File: config.mk
export PLATFORM = sky130hd
export DESIGN_NAME = dram_result_unloader
export DESIGN_NICKNAME = d
export VERILOG_FILES = /design/src/rtl/dram_result_unloader.sv
export SDC_FILE = /design/constraint.sdc
export NUM_CORES = 1
export LEC_CHECK = 0
export BUFFER_PORTS_ARGS = -buffer_cell sky130_fd_sc_hd__buf_4
export CORE_MARGIN = 4
export CORE_UTILIZATION = 30
export CTS_BUF_LIST = sky130_fd_sc_hd__clkbuf_4 sky130_fd_sc_hd__clkbuf_8 sky130_fd_sc_hd__clkbuf_16
export DETAILED_ROUTE_END_ITERATION = 10
export GPL_TIMING_DRIVEN = 0
export HOLD_SLACK_MARGIN = 0.12
export PLACE_DENSITY = 0.49
export SYNTH_ARGS = -nofsm -noshare
export SYNTH_HDL_FRONTEND = slang
export SYNTH_SLANG_ARGS = --single-unit
export TNS_END_PERCENT = 5
File: constraint.sdc
create_clock -name clk -period 4.8 [get_ports clk]
set_input_delay 0.48 -clock clk [delete_from_list [all_inputs] [get_ports clk]]
set_output_delay 0.48 -clock clk [all_outputs]
set_load 0.01 [all_outputs]
File: src/rtl/dram_result_unloader.sv
// Purpose: drains a contiguous range of DRAM result words into a byte stream, MSB lane first.
// Latency: RD_LAT+1 cycles per word to fetch it, then one cycle per byte when tx_ready stays high.
// Backpressure: tx_data/tx_valid hold while tx_ready is low; the FSM stalls in SEND or CSUM.
// Optional: define UNLOAD_CHECKSUM_EN to append an 8-bit running-sum byte after the data.
module dram_result_unloader #(
    parameter int CORES  = 6,
    parameter int ADDR_W = 16,
    parameter int RD_LAT = 1
) (
    input  logic                  clk,
    input  logic                  rst,
    input  logic                  start,
    input  logic [ADDR_W-1:0]     base_addr,
    input  logic [ADDR_W-1:0]     word_count,
    output logic                  bus_own,
    output logic [ADDR_W-1:0]     dram_addr,
    input  logic [CORES*8-1:0]    dram_q,
    output logic [7:0]            tx_data,
    output logic                  tx_valid,
    input  logic                  tx_ready,
    output logic                  busy,
    output logic                  done
);

    localparam int W     = CORES * 8;
    localparam int IDX_W = (CORES > 1) ? $clog2(CORES) : 1;

    localparam logic [IDX_W-1:0] LAST_IDX = IDX_W'(CORES - 1);
    localparam logic [1:0]       LAT_INIT = 2'(RD_LAT - 1);

    localparam logic [2:0] S_IDLE = 3'd0;
    localparam logic [2:0] S_ADDR = 3'd1;
    localparam logic [2:0] S_WAIT = 3'd2;
    localparam logic [2:0] S_LOAD = 3'd3;
    localparam logic [2:0] S_SEND = 3'd4;
    localparam logic [2:0] S_FIN  = 3'd5;
`ifdef UNLOAD_CHECKSUM_EN
    localparam logic [2:0] S_CSUM = 3'd6;
`endif

    logic [2:0]        state_q, state_d;
    logic              start_q;
    logic [ADDR_W-1:0] addr_q, addr_d;
    logic [ADDR_W-1:0] cnt_q, cnt_d;
    logic [ADDR_W-1:0] dram_addr_q, dram_addr_d;
    logic              bus_own_q, bus_own_d;
    logic              busy_q, busy_d;
    logic              done_q, done_d;
    logic [7:0]        tx_data_q, tx_data_d;
    logic              tx_valid_q, tx_valid_d;
    logic [W-1:0]      shreg_q, shreg_d;
    logic [IDX_W-1:0]  byte_idx_q, byte_idx_d;
    logic [1:0]        lat_q, lat_d;
`ifdef UNLOAD_CHECKSUM_EN
    logic [7:0]        sum_q, sum_d;
`endif

    logic              start_edge;
    logic              xfer;
    logic [W-1:0]      shreg_shl;

    assign start_edge = start & ~start_q;
    assign xfer       = tx_valid_q & tx_ready;
    assign shreg_shl  = shreg_q << 8;

    assign bus_own   = bus_own_q;
    assign dram_addr = dram_addr_q;
    assign tx_data   = tx_data_q;
    assign tx_valid  = tx_valid_q;
    assign busy      = busy_q;
    assign done      = done_q;

    // Next-state logic: sequences fetch (ADDR/WAIT/LOAD) and byte serialisation (SEND).
    always_comb begin
        state_d     = state_q;
        addr_d      = addr_q;
        cnt_d       = cnt_q;
        dram_addr_d = dram_addr_q;
        bus_own_d   = bus_own_q;
        busy_d      = busy_q;
        done_d      = 1'b0;
        tx_data_d   = tx_data_q;
        tx_valid_d  = tx_valid_q;
        shreg_d     = shreg_q;
        byte_idx_d  = byte_idx_q;
        lat_d       = lat_q;
`ifdef UNLOAD_CHECKSUM_EN
        sum_d       = sum_q;
`endif

        case (state_q)
            S_IDLE: begin
                if (start_edge) begin
                    addr_d = base_addr;
                    cnt_d  = word_count;
                    busy_d = 1'b1;
`ifdef UNLOAD_CHECKSUM_EN
                    sum_d  = 8'h00;
`endif
                    if (word_count == '0) begin
`ifdef UNLOAD_CHECKSUM_EN
                        // An empty unload still carries its (zero) checksum byte.
                        state_d    = S_CSUM;
                        tx_data_d  = 8'h00;
                        tx_valid_d = 1'b1;
`else
                        state_d = S_FIN;
`endif
                    end else begin
                        // Address is registered on entry so it is stable for the whole fetch.
                        state_d     = S_ADDR;
                        bus_own_d   = 1'b1;
                        dram_addr_d = base_addr;
                    end
                end
            end

            S_ADDR: begin
                lat_d   = LAT_INIT;
                state_d = (RD_LAT == 1) ? S_LOAD : S_WAIT;
            end

            S_WAIT: begin
                lat_d = lat_q - 2'd1;
                if (lat_q <= 2'd1) begin
                    state_d = S_LOAD;
                end
            end

            S_LOAD: begin
                shreg_d    = dram_q;
                tx_data_d  = dram_q[W-1 -: 8];
                tx_valid_d = 1'b1;
                byte_idx_d = '0;
                state_d    = S_SEND;
            end

            S_SEND: begin
                if (xfer) begin
`ifdef UNLOAD_CHECKSUM_EN
                    sum_d = sum_q + tx_data_q;
`endif
                    if (byte_idx_q != LAST_IDX) begin
                        shreg_d    = shreg_shl;
                        tx_data_d  = shreg_shl[W-1 -: 8];
                        byte_idx_d = byte_idx_q + IDX_W'(1);
                    end else begin
                        tx_valid_d = 1'b0;
                        addr_d     = addr_q + ADDR_W'(1);
                        cnt_d      = cnt_q - ADDR_W'(1);
                        if (cnt_q > ADDR_W'(1)) begin
                            state_d     = S_ADDR;
                            dram_addr_d = addr_q + ADDR_W'(1);
                        end else begin
                            // Release the shared DRAM port as soon as the last data byte leaves.
                            bus_own_d = 1'b0;
`ifdef UNLOAD_CHECKSUM_EN
                            state_d    = S_CSUM;
                            tx_data_d  = sum_q + tx_data_q;
                            tx_valid_d = 1'b1;
`else
                            state_d = S_FIN;
`endif
                        end
                    end
                end
            end

`ifdef UNLOAD_CHECKSUM_EN
            S_CSUM: begin
                if (xfer) begin
                    tx_valid_d = 1'b0;
                    state_d    = S_FIN;
                end
            end
`endif

            S_FIN: begin
                done_d    = 1'b1;
                busy_d    = 1'b0;
                bus_own_d = 1'b0;
                state_d   = S_IDLE;
            end

            default: begin
                state_d = S_IDLE;
            end
        endcase
    end

    // State registers with synchronous active-low reset; reset aborts without a done pulse.
    always_ff @(posedge clk) begin
        if (!rst) begin
            state_q     <= S_IDLE;
            start_q     <= 1'b0;
            addr_q      <= '0;
            cnt_q       <= '0;
            dram_addr_q <= '0;
            bus_own_q   <= 1'b0;
            busy_q      <= 1'b0;
            done_q      <= 1'b0;
            tx_data_q   <= 8'h00;
            tx_valid_q  <= 1'b0;
            shreg_q     <= '0;
            byte_idx_q  <= '0;
            lat_q       <= 2'd0;
`ifdef UNLOAD_CHECKSUM_EN
            sum_q       <= 8'h00;
`endif
        end else begin
            state_q     <= state_d;
            start_q     <= start;
            addr_q      <= addr_d;
            cnt_q       <= cnt_d;
            dram_addr_q <= dram_addr_d;
            bus_own_q   <= bus_own_d;
            busy_q      <= busy_d;
            done_q      <= done_d;
            tx_data_q   <= tx_data_d;
            tx_valid_q  <= tx_valid_d;
            shreg_q     <= shreg_d;
            byte_idx_q  <= byte_idx_d;
            lat_q       <= lat_d;
`ifdef UNLOAD_CHECKSUM_EN
            sum_q       <= sum_d;
`endif
        end
    end

endmodule
==> summary.md, run 1 <==
| Metric | Value |
|---|---|
| Max Cap Viol | `0` |
| Final wirelength | `about 18000 um` |
| Top FF cell, synth | `dfxtp_1` |
| Crit start category | `register` |
| Relative slew slack | `0.428` |
| Die Footprint | `0.0201 mm2` |
| H-tree levels | `3` |
| Static Leak | `2.62 nW` |
| CTS Buf Count | `9` |
| Fin crit share | `0.552` |
| Crit path max fanout | `10` |
| Post-route DRC | `0` |
| Gr usage total | `0.177` |
| WL/cell | `between 15 and 20 um` |
| Hold_ws | `between 0.3 and 0.4 ns` |
| Worst skew pair latency | `between 0.3 and 0.4 ns` |
| Clk pin slew, worst setup/hold paths | `about 0.070 ns` |
| Synthesized area per cell | `7.76 um2` |
| PortBufs | `around 110` |
| Worst slack at placement | `about 2.1 ns` |
| Share of cells above drive strength 1 | `0.166` |
| Hold_buf cts | `0` |
| Yosys cell types | `51` |
| Setup repair bufs after CTS | `0` |
| Syn Std Cell Area | `about 0.0054 mm2` |
| Via-to-Cell Ratio | `roughly 5.2` |
| Max Clock Freq | `377 MHz` |
| Cells after Synth | `691` |
| Die width | `142 um` |
| First-iteration detailed-routing DRC count | `360` |
| # setup viols final | `0` |
| Min Tclk post-route | `roughly 2.7 ns` |
| RSZ-0062 raised after global routing | `false` |
| Outcome | `complete, no violations` |
| Worst hold-check path type | `input pin to register` |
| Die Span Y | `approximately 140 um` |
| Async SR Flop Fraction | `0` |
| Total of warnings raised by yosys | `0` |
| Seq/Total Area, Yosys | `0.407` |
| Post-route worst setup slack | `2.15 ns` |
| Global-route wire length before repair | `roughly 28000 um` |
| Post-CTS sizing | `0` |
| Worst-margin pin slew | `around 0.85 ns` |
| CTS root buf | `clkbuf_16` |
| Synthesized Nets | `roughly 800` |
| Pin count of the biggest net entering global routing | `17` |
| Ant diodes | `0` |
| Worst setup path category | `register to register` |
| Synthesis-stage register bit count | `around 110` |
| Total grt overflow | `0` |
| Area growth, synth to finish | `26.0%` |
| Nets | `903` |
| Max VDD drop | `roughly 0.00017 V` |
| Clock sinks | `between 100 and 150` |
| Antenna violations before repair | `0` |
| FP Rows | `48` |
| Critical Path AT | `2.91 ns` |
| Max-slew violations | `0` |
| Fin. Hold Viols | `0` |
| CTS Buffer Depth | `2` |
| Setup crit end kind | `register` |
| Core Region | `roughly 0.017 mm2` |
| I/O pin count | `112` |
| HPWL Detailed | `~13000 um` |
| Initial Utilization | `0.308` |
| GP Congestion | `around 0.9` |
| DR pass1 iterations | `5` |
| Post-synth EDFFs | `0` |
| P per Cell Area | `a little over 400 mW/mm2` |
| Vias in the first global route | `5299` |
| Clk_skew | `between 0.006 and 0.007 ns` |
| Sum Neg Setup Slack | `0 ns` |
| Via Count | `5423` |
| Worst endpoint required time | `between 5 and 6 ns` |
| CTS tree | `built` |
| ANT nets after route | `0` |
[per-layer routing]
layer,up-vias,GRT usage,part of all wire
met5,-,0,0
met4,0,0.0636,0.020
met3,19,0.0246,0.042
met2,130,0.285,0.46
met1,2555,0.241,0.47
li1,2719,-,-
[path summary, 6_finish.rpt]
path / slack (ns) / depth (start not counted) / to / from
setup / recovery: 2.15 / 6 / tx_data[2] / state_q[2]
hold reg to reg: 0.46 / 2 / dram_addr[0] / dram_addr[0]
setup reg to reg: 2.15 / 6 / tx_data[2] / state_q[2]
hold / removal: 0.35 / 2 / start_q / start
[critical path: stages (launching register included)]
cell      delay, ns
dfxtp_1        0.37
or3b_1         0.30
clkbuf_1       0.45
clkbuf_1       0.53
clkbuf_1       0.52
nand2_1        0.10
a311oi_1       0.28
[registers in the layout, indices dropped and copies added (netlist names)]
name	flops
addr_q	16
bus_own	1
busy	1
byte_idx_q	3
cnt_q	16
done	1
dram_addr	16
lat_q	2
shreg_q	40
start_q	1
state_q	3
tx_data	8
tx_valid	1
[cell usage in the layout (no fill, tap or decap), types with 3 or more instances in the layout]
cell type,Yosys,layout
a22oi_1,8,8
buf_4,0,111
nor4_1,13,13
o31ai_1,6,6
a21oi_1,41,41
o21ai_0,12,12
and2_1,4,4
nor3b_1,5,5
nand4_1,6,6
nand2_1,162,162
nor2_1,72,72
o21a_1,5,5
ha_1,6,6
nor3_1,8,8
o211ai_1,17,17
o21ai_1,8,8
xor2_1,9,9
or4_1,8,8
inv_1,9,9
clkbuf_1,51,51
mux2i_1,17,17
a311oi_1,42,42
dfxtp_1,109,109
xnor2_1,3,3
a31oi_1,6,6
or3_1,4,4
clkbuf_16,0,9
nand2b_1,9,9
nand3_1,14,14
a211oi_1,5,5
or2_1,3,3
clkinv_2,0,3
[cell type report]
class | instances | area, um2
flip-flops and latches | 109 | 2180
well taps | 225 | 282
fillers | 1880 | 10700
clock buffers | 12 | 254
inverters | 9 | 33.8
clock inverters | 4 | 23.8
multi-input cells | 519 | 2930
repair buffers | 111 | 833
plain buffers | 54 | 221
[stage by stage]
stage          power (W)  cells   util  instance area, um2
6_report         0.00278   1043  0.388                6760
2_1_floorplan    0.00175    691      -                5360
4_1_cts          0.00280   1043  0.388                6760
3_5_place_dp     0.00207   1027  0.372                6480
3_3_place_gp     0.00205   1027  0.372                6480
5_1_grt          0.00296   1043  0.388                6760
[Yosys cell counts (2+ instances only)]
cell type | count | share of area
nand4_1 | 6 | 0.0070
a31oi_1 | 6 | 0.0070
o211ai_1 | 17 | 0.024
nor4_1 | 13 | 0.015
or4_4 | 2 | 0.0042
a211oi_1 | 5 | 0.0070
nor3_1 | 8 | 0.0075
nand3_1 | 14 | 0.013
or4_1 | 8 | 0.011
clkbuf_1 | 51 | 0.036
o22a_1 | 2 | 0.0033
buf_2 | 2 | 0.0019
inv_1 | 9 | 0.0063
xnor2_1 | 3 | 0.0049
nor2b_1 | 2 | 0.0023
o41ai_1 | 2 | 0.0033
nand2b_1 | 9 | 0.010
dfxtp_1 | 109 | 0.41
or3_1 | 4 | 0.0047
or2_1 | 3 | 0.0035
o21a_1 | 5 | 0.0070
a21oi_1 | 41 | 0.038
o21ai_1 | 8 | 0.0075
o221ai_1 | 2 | 0.0033
a311oi_1 | 42 | 0.069
and2_1 | 4 | 0.0047
and4_1 | 2 | 0.0033
o21ai_0 | 12 | 0.011
a22oi_1 | 8 | 0.011
o31ai_1 | 6 | 0.0084
nor3b_1 | 5 | 0.0070
nor2_1 | 72 | 0.050
nand2_1 | 162 | 0.11
ha_1 | 6 | 0.014
xor2_1 | 9 | 0.015
mux2i_1 | 17 | 0.032
[power breakdown]
group | leakage [nW] | internal (W) | switching [W] | total [W]
sequential | 0.888 | 0.00106 | 0.000120 | 0.00118
clock | 0.143 | 0.000377 | 0.000350 | 0.000727
combinational | 1.59 | 0.000361 | 0.000509 | 0.000870
[kinds of logic after synthesis]
logic type / synth area share
and+or+nand+nor: 0.268
AOI/OAI and AO/OA: 0.213
DFF: 0.407
buffers and inverters: 0.0476
muxes: 0.0317
xor gates and xnor gates: 0.0196
adders and majority gates: 0.0140
(Power assumes the default switching activity.)
==> run 2, diff against run 1 <==
--- a/config.mk
+++ b/config.mk
@@ -12,7 +12,7 @@
 export DETAILED_ROUTE_END_ITERATION = 10
 export GPL_TIMING_DRIVEN = 0
 export HOLD_SLACK_MARGIN = 0.12
-export PLACE_DENSITY = 0.49
+export PLACE_DENSITY = 0.51
 export SYNTH_ARGS = -nofsm -noshare
 export SYNTH_HDL_FRONTEND = slang
 export SYNTH_SLANG_ARGS = --single-unit
==> constraint.sdc (replaced) <==
create_clock -name clk -period 2.35 [get_ports clk]
set_input_delay 0.235 -clock clk [delete_from_list [all_inputs] [get_ports clk]]
set_output_delay 0.235 -clock clk [all_outputs]
set_load 0.01 [all_outputs]
==> summary.md, run 2 (synthesis gave the netlist of run 1 again) <==
| Metric | Value |
|---|---|
| Clk pwr share | `0.287` |
| Most common cell after layout, fill and taps aside | `nand2_1` |
| FP Rows | `48` |
| Via-to-Cell Ratio | `5.23` |
| Clk_skew | `approximately 0.011 ns` |
| Placement Cell Area | `approximately 0.0065 mm2` |
| Initial Utilization | `0.308` |
| Die Footprint | `between 0.02 and 0.025 mm2` |
| Worst-margin pin slew | `0.701 ns` |
| Setup repair bufs after CTS | `0` |
| Area growth, synth to finish | `28.7%` |
| H-tree levels | `3` |
| First-iteration detailed-routing DRC count | `408` |
| Cell chain of the critical path | `ha_1 > and4_1 > a21oi_1 > a211oi_2 > a21oi_1 > a2111oi_0` |
| Power Internal | `just under 0.004 W` |
| Final Cell Area | `0.00690 mm2` |
| Gr usage total | `0.178` |
| DR pass1 iterations | `8` |
| Share of cells above drive strength 1 | `0.193` |
| Via Count | `5470` |
| CTS Buf Count | `9` |
| Tot Pwr | `~0.0059 W` |
| Most Frequent Cell on Critical Path | `a21oi_1` |
| Switching part of the total | `0.343` |
| Worst setup path category | `register to register` |
| Final wirelength | `approximately 18000 um` |
| I/O pin count | `~110` |
| CP max stage delay | `about 0.5 ns` |
| Crit path max fanout | `5` |
| Worst hold-check path type | `input pin to register` |
| Max VDD drop | `about 0.00040 V` |
| Worst slack at placement | `-0.424 ns` |
| Gate power share | `0.304` |
| CTS tree | `built` |
| Total grt overflow | `0` |
| Pin count of the biggest net entering global routing | `18` |
| ANT nets after route | `0` |
| Sum Neg Setup Slack | `0 ns` |
| Crit start category | `register` |
| Max Clock Freq | `~430 MHz` |
| Met3 usage | `0.0391` |
| Crit-path slowest cell | `a211oi_2` |
| Nets | `about 910` |
| Clk pin slew, worst setup/hold paths | `around 0.08 ns` |
| Static Leak | `roughly 2.7 nW` |
| Global-route wire length before repair | `28300 um` |
| # fillers | `about 1900` |
| Worst skew pair latency | `roughly 0.36 ns` |
| GP Congestion | `between 0.8 and 0.9` |
| Register name with the most flops | `shreg_q` |
| Met2 Use GR | `0.286` |
| Hold_ws | `between 0.1 and 0.15 ns` |
| Fin. Hold Viols | `0` |
| Ant diodes | `0` |
| Sw Pwr | `between 0.002 and 0.0025 W` |
| Crit path from | `byte_idx_q[0]` |
| Hold path start | `dram_q[1]` |
| Max Cap Viol | `0` |
| Clock sinks | `~110` |
| Setup crit end kind | `register` |
| Busiest grt layer | `met2` |
| Seq pwr share | `0.409` |
| Die Span Y | `approximately 140 um` |
| Flop2flop setup slack | `approximately 0.024 ns` |
| Fin crit share | `0.990` |
| Most frequent cells in the layout | `162 x nand2_1, 111 x buf_4, 107 x dfxtp_1` |
| Antenna violations before repair | `0` |
| CTS root buf | `clkbuf_16` |
| Core Region | `about 0.017 mm2` |
| HPWL Detailed | `~13000 um` |
| RSZ-0062 raised after global routing | `true` |
| Post-route DRC | `0` |
| Vias in the first global route | `approximately 5400` |
| WL/cell | `between 15 and 20 um` |
| CTS Buffer Depth | `2` |
| M1 GR Usage | `0.237` |
| Outcome | `complete, no violations` |
| Max-slew violations | `0` |
| PortBufs | `~110` |
| Max FFs per register | `40` |
| Min Tclk post-route | `around 2.3 ns` |
| Reg2reg start | `byte_idx_q[0]` |
| Worst endpoint required time | `roughly 2.6 ns` |
| # setup viols final | `0` |
| Die width | `about 140 um` |
| P per Cell Area | `between 800 and 900 mW/mm2` |
| Critical Path AT | `2.56 ns` |
| Relative slew slack | `0.532` |
| Post-route worst setup slack | `0.0242 ns` |
## run 2: cell types whose count changed in the layout (fill, tap and decap cells not counted), moves of 2 or more
| cell | delta |
|---|---|
| clkbuf_1 | -17 |
| clkbuf_2 | +15 |
| dlygate4sd3_1 | +3 |
| bufinv_16 | +2 |
| dfxtp_1 | -2 |
| dfxtp_2 | +2 |
| nor3b_1 | -2 |
## run 2: layout make-up
class | count | area, um2 | area share
Inverter | 9 | 33.8 | 0.00490
Buffer | 53 | 240 | 0.0348
Tap cell | 225 | 282 | 0.0408
Clock buffer | 10 | 239 | 0.0346
Multi-Input combinational cell | 519 | 2970 | 0.431
Clock inverter | 6 | 86.3 | 0.0125
Timing Repair Buffer | 114 | 863 | 0.125
Sequential cell | 109 | 2180 | 0.317
## run 2: metrics by stage
step	utilization	cells
floorplan	-	691
global placement	0.372	1027
detailed placement	0.372	1027
CTS	0.395	1046
global route	0.396	1045
finish	0.396	1045
## run 2: critical path, delay by kind of cell (launching register included)
kind	cells	cell delay [ns]
AO/OA/AOI/OAI	4	1.23
adder cells (fa/ha/maj)	1	0.22
flip-flops	1	0.40
AND/OR/NAND/NOR	1	0.34
## run 2: path summary, 6_finish.rpt
kind	end	cells past startpoint
setup / recovery	bus_own	6
hold / removal	shreg_q[1]	3
setup reg to reg	bus_own	6
hold reg to reg	dram_addr[2]	2
## run 2: power groups by stage
stage,sequential [W],clock (W),combinational (W)
2_1_floorplan,0.00243,0,0.00115
3_3_place_gp,0.00244,0,0.00175
3_5_place_dp,0.00245,0,0.00177
4_1_cts,0.00242,0.00174,0.00180
5_1_grt,0.00247,0.00180,0.00202
6_report,0.00243,0.00170,0.00181
## run 2: timing repair
item | CTS | global route
pin swaps | 0 | 2
endpoints found under the hold margin | 3 | 0
hold buffers | 3 | 0
endpoints found under the setup margin | 71 | 87
gates resized for setup | 14 | 20
gates cloned | 0 | 0
## run 2: layer usage
layer	routed length, um	vias to the layer above	part of all wire
met5	0	-	0
met4	325	0	0.018
met3	1010	25	0.056
met2	8360	149	0.46
met1	8300	2580	0.46
li1	-	2716	-
